## src/rtl/systolic_skew_feeder_if.sv

```systemverilog
// systolic_skew_feeder_if
// Load-side bus of the skew feeder: one beat carries row k of A and column k of B.
//   in_valid : load beat offered (source -> feeder)
//   in_ready : feeder accepts a load beat (feeder -> source)
//   in_a     : row k of A, element j is A[k][j]
//   in_b     : column k of B, element j is B[j][k]
// Modports: master = operand source, slave = feeder.
interface systolic_skew_feeder_if #(
    parameter int DWIDTH = 32,
    parameter int N      = 3
);
    logic                         in_valid;
    logic                         in_ready;
    logic [N-1:0][DWIDTH-1:0]     in_a;
    logic [N-1:0][DWIDTH-1:0]     in_b;

    modport master (output in_valid, output in_a, output in_b, input in_ready);
    modport slave  (input in_valid, input in_a, input in_b, output in_ready);
endinterface

```

## src/rtl/systolic_skew_feeder.sv

```systemverilog
// systolic_skew_feeder
// Buffers an NxN operand pair (A row-wise, B column-wise, one beat each) and
// streams it into a systolic array's west/north edges with diagonal skew,
// zero-filling idle lanes, then waits for the array to drain and pulses done.
// Ports:
//   clk, rstn  : clock, synchronous active-low reset
//   load       : systolic_skew_feeder_if.slave (in_valid/in_ready/in_a/in_b)
//   west[r]    : operand for array row r
//   north[c]   : operand for array column c
//   arr_rstn   : active-low reset for the array accumulators
//   busy       : job in progress (CLEAR/STREAM/DRAIN)
//   done       : one-cycle pulse once the array results are final
// Optional feature: define FEEDER_AUTO_CLEAR_EN to insert a one-cycle CLEAR
// state that pulses arr_rstn low before each job's stream.
module systolic_skew_feeder #(
    parameter int DWIDTH = 32,
    parameter int N      = 3
) (
    input  logic                     clk,
    input  logic                     rstn,
    systolic_skew_feeder_if.slave    load,
    output logic [N-1:0][DWIDTH-1:0] west,
    output logic [N-1:0][DWIDTH-1:0] north,
    output logic                     arr_rstn,
    output logic                     busy,
    output logic                     done
);
    localparam int CW = $clog2(N);
    localparam int SW = $clog2(2 * N - 1);
    localparam logic [CW-1:0] LAST_BEAT = CW'(N - 1);
    localparam logic [SW-1:0] LAST_STEP = SW'(2 * N - 2);

    typedef enum logic [2:0] {
        S_IDLE,
        S_LOAD,
`ifdef FEEDER_AUTO_CLEAR_EN
        S_CLEAR,
`endif
        S_STREAM,
        S_DRAIN
    } state_t;

    state_t state;
    logic [CW-1:0] cnt;    // beat index while loading, drain cycle while draining
    logic [SW-1:0] step;   // stream step currently presented on west/north

    // a_mem[r][k] = A[r][k], b_mem[k][c] = B[k][c]
    logic [N-1:0][N-1:0][DWIDTH-1:0] a_mem;
    logic [N-1:0][N-1:0][DWIDTH-1:0] b_mem;

    logic [N-1:0][DWIDTH-1:0] west_nxt;
    logic [N-1:0][DWIDTH-1:0] north_nxt;
    int unsigned              t_nxt;
    logic                     accept;

    assign load.in_ready = rstn && (state == S_IDLE || state == S_LOAD);
    assign accept        = load.in_valid && load.in_ready;

    // Banks are deliberately not reset; only accepted beats write them.
    always_ff @(posedge clk) begin
        if (accept) begin
            a_mem[cnt] <= load.in_a;
            for (int unsigned i = 0; i < N; i++) begin
                b_mem[i][cnt] <= load.in_b[i];
            end
        end
    end

    // Edge values for the step that will be presented next: step+1 while
    // streaming, otherwise step 0 (entering STREAM).
    always_comb begin
        t_nxt     = (state == S_STREAM) ? 32'(step) + 32'd1 : 32'd0;
        west_nxt  = '0;
        north_nxt = '0;
        for (int unsigned r = 0; r < N; r++) begin
            for (int unsigned k = 0; k < N; k++) begin
                if (r + k == t_nxt) begin
                    west_nxt[r]  = a_mem[r][k];
                    north_nxt[r] = b_mem[k][r];
                end
            end
        end
    end

    always_ff @(posedge clk) begin
        if (!rstn) begin
            state    <= S_IDLE;
            cnt      <= '0;
            step     <= '0;
            west     <= '0;
            north    <= '0;
            arr_rstn <= 1'b0;
            busy     <= 1'b0;
            done     <= 1'b0;
        end else begin
            done     <= 1'b0;
            arr_rstn <= 1'b1;
            west     <= '0;
            north    <= '0;
            case (state)
                S_IDLE, S_LOAD: begin
                    if (load.in_valid) begin
                        if (cnt == LAST_BEAT) begin
                            cnt  <= '0;
                            busy <= 1'b1;
`ifdef FEEDER_AUTO_CLEAR_EN
                            state    <= S_CLEAR;
                            arr_rstn <= 1'b0;
`else
                            // Step 0 only touches row 0 of A and column 0 of B,
                            // both written by earlier beats (N >= 2), so it can be
                            // registered on the same edge as the final beat.
                            state <= S_STREAM;
                            step  <= '0;
                            west  <= west_nxt;
                            north <= north_nxt;
`endif
                        end else begin
                            cnt   <= cnt + 1'b1;
                            state <= S_LOAD;
                        end
                    end
                end
`ifdef FEEDER_AUTO_CLEAR_EN
                S_CLEAR: begin
                    state <= S_STREAM;
                    step  <= '0;
                    west  <= west_nxt;
                    north <= north_nxt;
                end
`endif
                S_STREAM: begin
                    if (step == LAST_STEP) begin
                        state <= S_DRAIN;
                        cnt   <= '0;
                    end else begin
                        step  <= step + 1'b1;
                        west  <= west_nxt;
                        north <= north_nxt;
                    end
                end
                S_DRAIN: begin
                    if (cnt == LAST_BEAT) begin
                        state <= S_IDLE;
                        cnt   <= '0;
                        busy  <= 1'b0;
                        done  <= 1'b1;
                    end else begin
                        cnt <= cnt + 1'b1;
                    end
                end
                default: state <= S_IDLE;
            endcase
        end
    end
endmodule

```

## src/flat_wrapper.sv

```systemverilog
// flat-port wrapper written by rule: the top's interface ports become plain ports
module systolic_skew_feeder_flat 
#(
    parameter int DWIDTH = 32,
    parameter int N      = 3
)
  (clk, rstn, west, north, arr_rstn, busy, done, load_in_valid, load_in_a, load_in_b, load_in_ready);
  systolic_skew_feeder_if #(.DWIDTH(DWIDTH), .N(N)) load_i ();
  input  logic clk;
  input  logic rstn;
  output logic [N-1:0][DWIDTH-1:0] west;
  output logic [N-1:0][DWIDTH-1:0] north;
  output logic arr_rstn;
  output logic busy;
  output logic done;
  input wire logic [$bits(load_i.in_valid)-1:0] load_in_valid;
  input wire logic [$bits(load_i.in_a)-1:0] load_in_a;
  input wire logic [$bits(load_i.in_b)-1:0] load_in_b;
  output wire logic [$bits(load_i.in_ready)-1:0] load_in_ready;
  assign load_i.in_valid = load_in_valid;
  assign load_i.in_a = load_in_a;
  assign load_i.in_b = load_in_b;
  assign load_in_ready = load_i.in_ready;
  systolic_skew_feeder #(.DWIDTH(DWIDTH), .N(N)) u_core (.clk(clk), .rstn(rstn), .load(load_i), .west(west), .north(north), .arr_rstn(arr_rstn), .busy(busy), .done(done));
endmodule
```

## config.mk

```make
export PLATFORM = sky130hd
export DESIGN_NAME = systolic_skew_feeder_flat
export DESIGN_NICKNAME = d
export VERILOG_FILES = /design/src/rtl/systolic_skew_feeder_if.sv /design/src/rtl/systolic_skew_feeder.sv /design/src/flat_wrapper.sv
export SDC_FILE = /design/constraint.sdc
export NUM_CORES = 1
export LEC_CHECK = 0
export ABC_AREA = 1
export BUFFER_PORTS_ARGS = -buffer_cell sky130_fd_sc_hd__buf_2
export CORE_MARGIN = 2
export CORE_UTILIZATION = 29
export DETAILED_ROUTE_END_ITERATION = 10
export PLACE_DENSITY = 0.5
export SYNTH_ARGS = -nofsm -noshare
export SYNTH_HDL_FRONTEND = slang
export SYNTH_SLANG_ARGS = --single-unit
```

## constraint.sdc

```tcl
create_clock -name clk -period 15 [get_ports clk]
set_input_delay 2.25 -clock clk [delete_from_list [all_inputs] [get_ports clk]]
set_output_delay 2.25 -clock clk [all_outputs]
set_load 0.01 [all_outputs]
```

Word level (Yosys, flattened, before mapping):

Index checks and enable logic that the tools add are counted.

* flip-flop bits (word level): 779
* bits of input ports: 195
* word-level logic and storage cells: 117

* add/sub/neg operators: 3
* $lt $le $gt $ge: 2
* equality and inequality tests: 14
* muxes and demuxes: 53
* reductions and logical operators: 15

Operators by type and width (number)
* $mux 96: 7
* $mux 32: 20
* $pmux 96 s2: 2
* $bwmux 288: 1
* $bwmux 96: 3
* $demux 96 s2: 1
* $demux 32 s2: 1
* $eq 2x32->1 const A: 2
* $eq 1x32->1 const A: 1
* $eq 3x32->1 const A: 1
* $logic_not 32->1: 1
* $mux 3: 5
* $pmux 3 s3: 1
* $mux 2: 4
* $reduce_and 4->1: 2
* $eq 3x2->1 const B: 2
* $ne 2x2->1 const B: 3
* $pmux 2 s3: 1
* $pmux 3 s2: 1
* $reduce_and 3->1: 2
* $mux 1: 5
* $add 3x1->4 const B: 1
* $ne 2x1->1 const B: 2
* $reduce_bool 2->1: 2
* other kinds (14): 16

Longest topological paths before layout:

* depth in word-level cells: 9
* mapped depth: 14

Least setup slack after synthesis:

No wires, ideal clock.

* path type: input-to-reg
* from: in rstn
* to: reg u_core.a_mem[0] in the netlist's numbering, enable pin
* setup time: 0.981 ns
* arrival: 15.582 ns
* data required time: 14.019 ns
* slack: -1.562 ns
* stages on the path: 4
* buffers on the path: 0
* cell sequence: inv_1 nor2_1 nand2_1 nor3_1

* longest elaborated chain between the ends: 2

RTL lines
* start, declared: RTL line flat_wrapper.sv:10 `input logic rstn;`
* $logic_and 1x1->1: RTL line systolic_skew_feeder.sv:56 `assign load.in_ready = rstn && (state == S_IDLE || state == S_LOAD);`
* named net load_in_ready: RTL line flat_wrapper.sv:19 `output wire logic [$bits(load_i.in_ready)-1:0] load_in_ready;`
* $logic_and 1x1->1: RTL line systolic_skew_feeder.sv:57 `assign accept = load.in_valid && load.in_ready;`
* end signal, assigned by index: RTL line systolic_skew_feeder.sv:62 `a_mem[cnt] <= load.in_a;`
* end, declared: RTL line systolic_skew_feeder.sv:48 `logic [N-1:0][N-1:0][DWIDTH-1:0] a_mem;`

The timed path passes the listed nets, and every way through them passes these cells.
A chain may end at the register's enable or synchronous reset.

Worst setup path after layout:

* from: in rstn
* to: out load_in_ready

* longest elaborated chain between the ends: 1

RTL lines (RTL line)
* $logic_and 1x1->1: systolic_skew_feeder.sv:56
* end, declared: flat_wrapper.sv:19

Every way passes these cells.

==> impl_results.md <==
* Status: finished, final reports clean
* Port buffer count at 390
* First-pass GRT wire length at roughly 130 mm
* # DRC at 0
* Vias per cell at approximately 4.8
* Post-synth ARST share at 0%
* Final Skew at between 15 and 20 ps
* Area of the multi-input gates at about 6000 µm²
* WP data required at 12750 ps
* Area contributors post-synth: edfxtp_1 (59%), dfxtp_1 (14%), nand4_1 (6.8%)
* Resize count post-CTS at 0
* Initial Util at around 29%
* Pwr dens at about 130 nW/µm²
* Initial antenna violation count at 20
* Cells after Synth at between 2000 and 2500
* Final hold vios at 0
* R2R Path End: u_core.north[10]
* Chip width at 323 µm
* Final setup fails at 0
* Clock Latency Late Sink at between 600 and 700 ps
* Wire length per cell at ~21 µm
* Slew @ Worst Pin at approximately 1200 ps
* CTS tree: done
* CTS Buf Count at 88
* Crit path kind: input port to output port
* Max-cap check violation count at 0
* Minimum clock period at about 5200 ps
* Clock Tree Root: clkbuf_16
* CTS Hold Bufs at 0
* Cell count after placement at roughly 4000
* Min-Delay Path Class: register to register
* Post-Layout Cell Count at about 4200
* Worst IR Drop VDD at between 80 and 90 µV
* Post-Layout Inst Area at between 30000 and 40000 µm²
* Die Area at 104000 µm²
* Synth warnings at 0
* Clock Sinks at around 780
* Synthesized area at between 20000 and 30000 µm²
* Worst Hold Path EP: u_core.busy
* Post-route ant nets at 0
* # fillers at 10000
* Core area at between 100000 and 150000 µm²
* Wirelength, routed at about 90 mm
* Gr ovfl total at 0
* Type of destination of the critical path: output port
* Relative slew slack at about 22%
* Rows at 116
* Placed cell area at between 30000 and 40000 µm²
* Minimum hold slack at slightly below 500 ps
* Final HPWL DP at between 50 and 60 mm
* R2r setup slk at 10580 ps
* Via count at 20000
* CP arrival at ~3000 ps
* Htree depth at 3
* CP most frequent cell: buf_2
* Dominant cell type by area after synthesis: edfxtp_1
* Static leakage at 14.3 nW
* Height of the die at approximately 320 µm
* Ys flop type: edfxtp_1
* Type of origin of the critical path: input port
* GRT Overall Usage at approximately 17%
* Register Area at ~21000 µm²
* Critical path cell sequence: buf_2, inv_1, nor2_1, buf_2
* Pins Over Slew Limit at 0
* Postcts setup bufs at 0
* Hold_sp: u_core.busy
* WHS Path Cells at 2
* Fmax at around 190 MHz
* Slowest stage delay, CP at approximately 240 ps
* IO Count at 391
* RR Startpoint: u_core.step[0]
* Layout cell share with drive strength beyond 1 at about a fifth
* Gp weighted congestion at between 0.7 and 0.8
* Post-layout total power at between 4 and 5 mW
* Reg2Reg Depth at 10
* Detailed-router iteration count before antenna repair at 6
* DRT iter0 DRCs at ~1500
* Final period utilization at a little over a third
* CTS Buffer Depth at 3
* RSZ-0062 raised after global routing: no
* Syn_nets at 2656
* Largest net degree at the start of global routing at 137
* Post-synthesis sequential area ratio at ~72%
* Post-synth EDFFs at between 500 and 600
* Final core occ at approximately 35%
* CTS clock-pin slew for the worst setup and hold paths at about 60 ps
* #FFs+latches synth at 778
* Synthesis-to-finish area growth at 20.6%
* Worst-path fanout max at 7
* Avg Cell Area, Syn at 12.0 µm²
* Crit-path slowest cell: buf_2
* Post-synth cell types at 25
* Synth top area share at slightly below 60%
* Vias in the first global route at between 15000 and 20000
* Final net count at between 2000 and 3000
## how the worst max path moves through the flow
stage,cells after the start,slack (ps),startpoint,end
6_report,4,9770,rstn,load_in_ready
5_1_grt,4,9720,rstn,load_in_ready
4_1_cts,4,9760,rstn,load_in_ready
3_5_place_dp,4,9770,rstn,load_in_ready
3_3_place_gp,4,9780,rstn,load_in_ready
2_1_floorplan,4,-1560,rstn,u_core.a_mem[0]
## cells by family after synthesis
kind of cell | after synthesis | share of synthesized area, %
AOI/OAI and AO/OA | 142 | 3.23
adders and majority gates | 2 | 0.0849
buffers and inverters | 536 | 7.55
DFF | 778 | 72.4
and+or+nand+nor | 1001 | 16.7
## area by class of cell
cell class / count / area share (%)
diodes: 6 / 0.0423
clock buffers: 124 / 7.21
clock inverters: 40 / 1.21
inverters: 334 / 3.56
multi-input cells: 1145 / 16.9
flip-flops and latches: 778 / 60.1
well taps: 1357 / 4.78
repair buffers: 419 / 6.21
## cell usage in the layout (no fill, tap or decap), drive strengths merged
cell type / netlist / layout
o21ai: 6 / 6
dfxtp: 202 / 202
ha: 2 / 2
edfxtp: 576 / 576
nand3: 262 / 262
bufinv: 0 / 7
diode: 0 / 6
buf: 128 / 419
o2111ai: 64 / 64
a21oi: 72 / 72
inv: 288 / 293
clkbuf: 74 / 124
nand4: 322 / 322
nor2: 138 / 138
or2: 1 / 1
nor3: 3 / 3
clkinv: 46 / 71
clkinvlp: 0 / 3
nand2: 275 / 275
## cell usage after synthesis (all sizes together), types with 2 or more instances
cell,count
dfxtp,202
nand3,262
nor3,3
o21ai,6
edfxtp,576
a21oi,72
clkinv,46
nand2,275
o2111ai,64
clkbuf,74
buf,128
nand4,322
nor2,138
ha,2
inv,288
## metal layers
metal,GRT usage [%],vias up,share of wire [%]
met1,21.9,9819,43
met4,5.65,22,2.5
met5,0,-,0.16
met3,3.63,159,6.1
met2,27.7,642,48
li1,-,9358,-
## critical path: cells and delay by family
kind          cells  cell delay (ps)
simple gates      1              150
buf+inv           3              570
## state kept, by name, summed over array words and instances, names as in the netlist
signal           flops
u_core.cnt           2
u_core.state         2
u_core.done          1
u_core.west         96
u_core.step          3
u_core.north        96
u_core.a_mem       288
u_core.arr_rstn      1
u_core.busy          1
u_core.b_mem       288
## report_power, final
part | switching (mW) | total, mW | internal (mW) | leakage, nW
logic | 0.132 | 0.181 | 0.0496 | 5.94
clock network | 0.877 | 2.19 | 1.32 | 1.48
registers | 0.0152 | 2.39 | 2.38 | 6.88
total | 1.02 | 4.77 | 3.74 | 14.3
## stage by stage
step	TNS (ps)	setup slack (ps)
floorplan	-599810	-1560
global placement	0	9780
detailed placement	0	9770
CTS	0	9760
global route	0	9720
finish	0	9770
No activity file was read; power rests on OpenSTA's default activity.
